==> src/rtl/branch_pkg.sv <==
// branch_pkg: shared branch funct3 codes and 2-bit predictor counter states
package branch_pkg;
  localparam logic [2:0] F3_BEQ  = 3'b000;
  localparam logic [2:0] F3_BNE  = 3'b001;
  localparam logic [2:0] F3_BLT  = 3'b100;
  localparam logic [2:0] F3_BGE  = 3'b101;
  localparam logic [2:0] F3_BLTU = 3'b110;
  localparam logic [2:0] F3_BGEU = 3'b111;
  typedef logic [1:0] ctr_t;
  localparam ctr_t CTR_SNT   = 2'b00;
  localparam ctr_t CTR_WNT   = 2'b01;
  localparam ctr_t CTR_WT    = 2'b10;
  localparam ctr_t CTR_ST    = 2'b11;
  localparam ctr_t CTR_RESET = CTR_WNT;
endpackage

==> src/rtl/branch_cond_eval.sv <==
// branch_cond_eval: combinational branch condition decode from funct3 and ALU flags
module branch_cond_eval (
  input  logic [2:0] funct3,
  input  logic       z,
  input  logic       c,
  input  logic       v,
  input  logic       s,
  output logic       taken,
  output logic       legal
);
  import branch_pkg::*;
  always_comb begin
    legal = (funct3 != 3'b010) && (funct3 != 3'b011);
    taken = funct3 == F3_BEQ  ? z :
            funct3 == F3_BNE  ? ~z :
            funct3 == F3_BLT  ? (s ^ v) :
            funct3 == F3_BGE  ? ~(s ^ v) :
            funct3 == F3_BLTU ? ~c :
            funct3 == F3_BGEU ? c : 1'b0;
  end
endmodule

==> src/rtl/branch_predict_unit.sv <==
// branch_predict_unit: branch resolution, 2-bit counter prediction table and saturating statistics
module branch_predict_unit #(
  parameter int XLEN       = 32,
  parameter int INDEX_BITS = 6,
  parameter int STAT_BITS  = 32
) (
  input  logic                 clk,
  input  logic                 rst,
  input  logic [XLEN-1:0]      lookup_pc,
  output logic                 predict_taken,
  input  logic                 resolve_valid,
  input  logic [XLEN-1:0]      resolve_pc,
  input  logic [2:0]           funct3,
  input  logic                 Z,
  input  logic                 C,
  input  logic                 V,
  input  logic                 S,
  input  logic                 resolve_predicted,
  output logic                 branch_taken,
  output logic                 mispredict,
  output logic                 illegal_branch,
  output logic [STAT_BITS-1:0] branch_count,
  output logic [STAT_BITS-1:0] mispredict_count
);
  import branch_pkg::*;
  localparam int DEPTH = 2 ** INDEX_BITS;
  ctr_t                  table_q [DEPTH];
  ctr_t                  cur;
  logic                  legal;
  logic                  upd;
  logic [INDEX_BITS-1:0] lk_idx;
  logic [INDEX_BITS-1:0] rs_idx;
  logic                  unused_pc_bits;
  branch_cond_eval u_cond (
    .funct3(funct3),
    .z     (Z),
    .c     (C),
    .v     (V),
    .s     (S),
    .taken (branch_taken),
    .legal (legal)
  );
  // no tag: PCs sharing index bits alias onto one counter
  assign lk_idx         = lookup_pc[INDEX_BITS+1:2];
  assign rs_idx         = resolve_pc[INDEX_BITS+1:2];
  assign unused_pc_bits = ^{lookup_pc[XLEN-1:INDEX_BITS+2], lookup_pc[1:0],
                            resolve_pc[XLEN-1:INDEX_BITS+2], resolve_pc[1:0]};
  assign cur            = table_q[rs_idx];
  assign predict_taken  = table_q[lk_idx][1];
  assign upd            = resolve_valid & legal;
  assign mispredict     = upd & (branch_taken ^ resolve_predicted);
  assign illegal_branch = resolve_valid & ~legal;
  always_ff @(posedge clk) begin
    if (rst) begin
      for (int i = 0; i < DEPTH; i++) table_q[i] <= CTR_RESET;
      branch_count     <= '0;
      mispredict_count <= '0;
    end else if (upd) begin
      table_q[rs_idx]  <= branch_taken ? (cur == CTR_ST ? cur : cur + 2'd1)
                                       : (cur == CTR_SNT ? cur : cur - 2'd1);
      branch_count     <= &branch_count ? branch_count : branch_count + 1'b1;
      mispredict_count <= (mispredict && !(&mispredict_count)) ? mispredict_count + 1'b1
                                                                : mispredict_count;
    end
  end
endmodule

==> config.mk <==
export PLATFORM = sky130hd
export DESIGN_NAME = branch_predict_unit
export DESIGN_NICKNAME = d
export VERILOG_FILES = /design/src/rtl/branch_pkg.sv /design/src/rtl/branch_cond_eval.sv /design/src/rtl/branch_predict_unit.sv
export SDC_FILE = /design/constraint.sdc
export NUM_CORES = 1
export LEC_CHECK = 0
export CAP_MARGIN = 20
export CORE_ASPECT_RATIO = 1.25
export CORE_MARGIN = 5
export CORE_UTILIZATION = 35
export DETAILED_ROUTE_END_ITERATION = 7
export SYNTH_ARGS = -nofsm -noshare
export SYNTH_HDL_FRONTEND = slang
export SYNTH_SLANG_ARGS = --single-unit
export TNS_END_PERCENT = 10
==> constraint.sdc <==
create_clock -name clk -period 6.9 [get_ports clk]
set_input_delay 2.07 -clock clk [delete_from_list [all_inputs] [get_ports clk]]
set_output_delay 2.07 -clock clk [all_outputs]
set_load 0.05 [all_outputs]
==> impl_metrics.py <==
metrics = {
    "clocking": {
        "cts-root-buf": "clkbuf_16",
        "clockBufferDepth": 2,
        "cts_tree": "yes",
        "clk_pin_slew_ns": 0.07,
        "clk_latency_ns": 0.44,
        "cts_buffers": 17,
        "clock-sinks": 192,
        "postCtsHoldBufs": 0,
        "postCtsSetupBuffers": 0,
        "cts-resized-gates": 0,
        "htreeDepth": 4,
    },
    "yosys": {
        "yosys_warnings": 0,
        "syn-instance-count": 1015,
        "ys_types": 65,
        "synth_ff_type": "edfxtp_1",
        "async_reset_ff_frac": 0,
        "synth_edf_count": 128,
        "synth_nets": 1092,
        "synth.avg_cell_area_um2": 10.26,
        "synth_seq_area_share": 0.4919,
        "synth_area_um2": 10420,
        "synth-seq-cells": 192,
    },
    "timing": {
        "min_period_ns": 6.566,
        "report.final.slew_viol_count": 0,
        "finalHoldViolCount": 0,
        "rsz0062_at_grt": "no",
        "skew_ns": 0.009169,
        "maxSlewHeadroom": 0.3011,
        "worst_pin_slew_ns": 1.048,
        "timing.fmax_ghz": 0.1523,
        "fin_tns_setup_ns": 0,
        "setup_viol": 0,
        "timing.final.crit_share": 0.9515,
    },
    "power_and_ir_drop": {
        "power.density_nw_per_um2": 208.8,
        "p_leak_uw": 0.003816,
        "sw_frac_of_total": 0.2722,
        "net-switching-power_uw": 696.4,
        "ir_worst_vdd_mv": 0.1326,
        "p_clk_frac": 0.388,
        "power_frac_seq": 0.491,
        "comb_power_share": 0.121,
        "p_int_uw": 1862,
    },
    "grt": {
        "grt_pass1_vias": 7890,
        "grt-ovfl-total": 0,
        "grt_util_all_layers": 0.1700,
        "grt_pass1_wl_mm": 44.43,
        "grt_start_max_net_pins": 99,
        "antenna_found_initial": 0,
    },
    "worst_setup_path": {
        "cp-start-kind": "input port",
        "crit_top_cell": "mux4_2",
        "rr_worst_depth": 8,
        "crit_end": "predict_taken",
        "crit_chain": "clkdlybuf4s50_1 -> buf_12 -> mux4_2 -> mux4_2 -> mux4_2 -> buf_4",
        "startpoint": "lookup_pc[2]",
        "crit_type": "input port to primary output",
        "r2r_slack_ns": 3.73,
        "crit_path_max_fanout": 16,
        "regToRegEndpoint": "table_q[38][0]",
        "endpoint_kind": "primary output",
        "regToRegStartpoint": "table_q[15][1]",
        "crit_arrival_ns": 4.50,
        "crit_slowest_cell": "mux4_2",
        "required_ns": 4.83,
        "cp_slowest_stage_delay_ns": 0.55,
    },
    "place": {
        "placed_cells": 1457,
        "finalWeightedCongestion": 0.8269,
        "io_buffer_count": 90,
        "dp_hpwl_mm": 19.35,
    },
    "finish": {
        "multi_input_area_um2": 4866,
        "area_growth_syn_to_layout_pct": 17.62,
        "regArea_um2": 5125,
        "nets": 1157,
        "finalNonFillerCells": 1489,
        "drive_gt1_frac": 0.1473,
        "n_antenna_cell": 0,
        "num-fill-cells": 2817,
    },
    "die": {
        "start_util": 0.3551,
        "die_w_um": 164.3,
        "coreArea_um2": 29340,
        "chipHeight_um": 202.9,
        "rows": 70,
        "design.die.area_um2": 33340,
        "ioPinCount": 143,
    },
    "route": {
        "first_iter_violations": 540,
        "wire_per_inst_um": 18.94,
        "first_pass_iters": 5,
        "wl_mm": 28.20,
        "postRouteAntennaNets": 0,
        "viasPerCell": 5.376,
        "vias": 8005,
        "drc": 0,
    },
    "min_path": {
        "worstHoldStart": "mispredict_count[1]",
        "hold_path_class": "flop to flop",
    },
    "run": {
        "drv_cap": 0,
    },
    "run_status": {
        "status": "finished clean",
    },
}
cell usage in the layout (no fill, tap or decap), types with 4 or more instances in the layout:
cell type	Yosys	routed
nor4_1	8	8
a22oi_1	7	7
mux2i_1	19	19
mux4_2	29	29
and3_1	11	11
a221oi_1	7	7
nor2b_1	11	11
nand3_1	61	61
nand4_1	24	24
a31oi_1	5	5
nor3_1	21	21
nand2_1	109	109
and4_1	11	11
xnor2_1	24	24
a21oi_1	21	21
clkbuf_16	0	17
dfxtp_1	64	64
buf_12	0	5
clkdlybuf4s50_1	0	85
buf_4	6	23
nor3b_1	8	7
nand2b_1	44	44
or2_2	29	29
mux2_2	8	8
inv_1	15	15
edfxtp_1	128	128
nor2_1	132	132
o21ai_0	23	23
nor3_2	24	24
xor2_1	27	27
or3_1	17	17
inv_8	0	4
and2_1	7	7
and3b_1	4	4
power groups by stage:
| stage | clock (uW) | combinational (uW) | sequential, uW |
|---|---|---|---|
| after floorplan | 0 | 219 | 1280 |
| after global placement | 0 | 308 | 1280 |
| after detailed placement | 0 | 312 | 1280 |
| after CTS | 1020 | 313 | 1260 |
| after global routing | 1060 | 331 | 1260 |
| final | 993 | 309 | 1260 |
metal layers:
layer  global-route usage  up-vias  part of all wire
met3              0.04731       43             0.065
met4              0.06263        0             0.026
li1                     -     3802                 -
met5                    0        -                 0
met1               0.2096     3911              0.42
met2               0.2830      249              0.49
critical path, delay by kind of cell:
family / cells / cell delay [ns]
buf+inv: 3 / 0.91
mux: 3 / 1.51
registers in the layout, summed over array words and instances (netlist names):
name and cells:
branch_count 32, mispredict_count 32, table_q 128
cells in the mapped netlist, types with 3 or more instances:
cell type,number,area share
nand3_1,61,0.029
or2_2,29,0.017
o21ai_0,23,0.011
o211ai_1,3,0.0022
buf_2,12,0.0058
a22o_1,3,0.0025
nor3b_1,8,0.0058
and2_1,7,0.0042
nand4_1,24,0.014
inv_1,15,0.0054
nor3_2,24,0.023
nor2b_1,11,0.0066
nand2_1,109,0.039
and3_1,11,0.0066
a221oi_1,7,0.0059
clkbuf_1,40,0.014
a21oi_1,21,0.010
nor2_1,132,0.048
edfxtp_1,128,0.37
and3b_1,4,0.0034
nand3b_1,3,0.0022
nor4_1,8,0.0048
nand2b_1,44,0.026
mux2_2,8,0.0086
buf_4,6,0.0043
a22oi_1,7,0.0050
xor2_1,27,0.023
buf_6,10,0.011
or3_1,17,0.010
xnor2_1,24,0.020
a21o_1,3,0.0022
mux2i_1,19,0.018
mux4_2,29,0.063
and4_1,11,0.0092
dfxtp_1,64,0.12
a31oi_1,5,0.0030
nor3_1,21,0.010
cells by family after synthesis:
logic type,share of synthesized area
adder cells (fa/ha/maj),0.004563
multiplexers,0.08959
AND/OR/NAND/NOR,0.2686
buffers and inverters,0.04155
AO/OA/AOI/OAI,0.06089
flip-flops,0.4919
XOR/XNOR,0.04287
area by class of cell:
| class | count | share of cell area |
|---|---|---|
| sequential | 192 | 0.4182 |
| multi-input combinational | 738 | 0.3971 |
| clock buffer | 17 | 0.03471 |
| timing repair buffer | 116 | 0.09291 |
| tap | 396 | 0.04043 |
| inverter | 15 | 0.004595 |
| clock inverter | 15 | 0.01205 |
metrics by stage:
step	hold WS (ns)	area (um^2)	utilization	power, uW	worst slack, ns
after floorplan	0.6991	10420	-	1502	0.4343
after global placement	0.4873	11680	0.3980	1590	0.3212
after detailed placement	0.4966	11680	0.3981	1595	0.3119
after CTS	0.5128	12250	0.4177	2584	0.3182
after global routing	0.5317	12250	0.4177	2652	0.2770
final	0.5107	12250	0.4177	2559	0.3345
worst min-delay path by stage:
| stage | end | slack (ns) | depth (start not counted) |
|---|---|---|---|
| final | mispredict_count[1] | 0.51 | 2 |
| after global routing | branch_count[28] | 0.53 | 2 |
| after CTS | mispredict_count[1] | 0.51 | 2 |
| after detailed placement | branch_count[28] | 0.50 | 2 |
| after global placement | branch_count[28] | 0.49 | 2 |
| after floorplan | mispredict_count[1] | 0.70 | 2 |
Power figures use the tool's default switching activity.
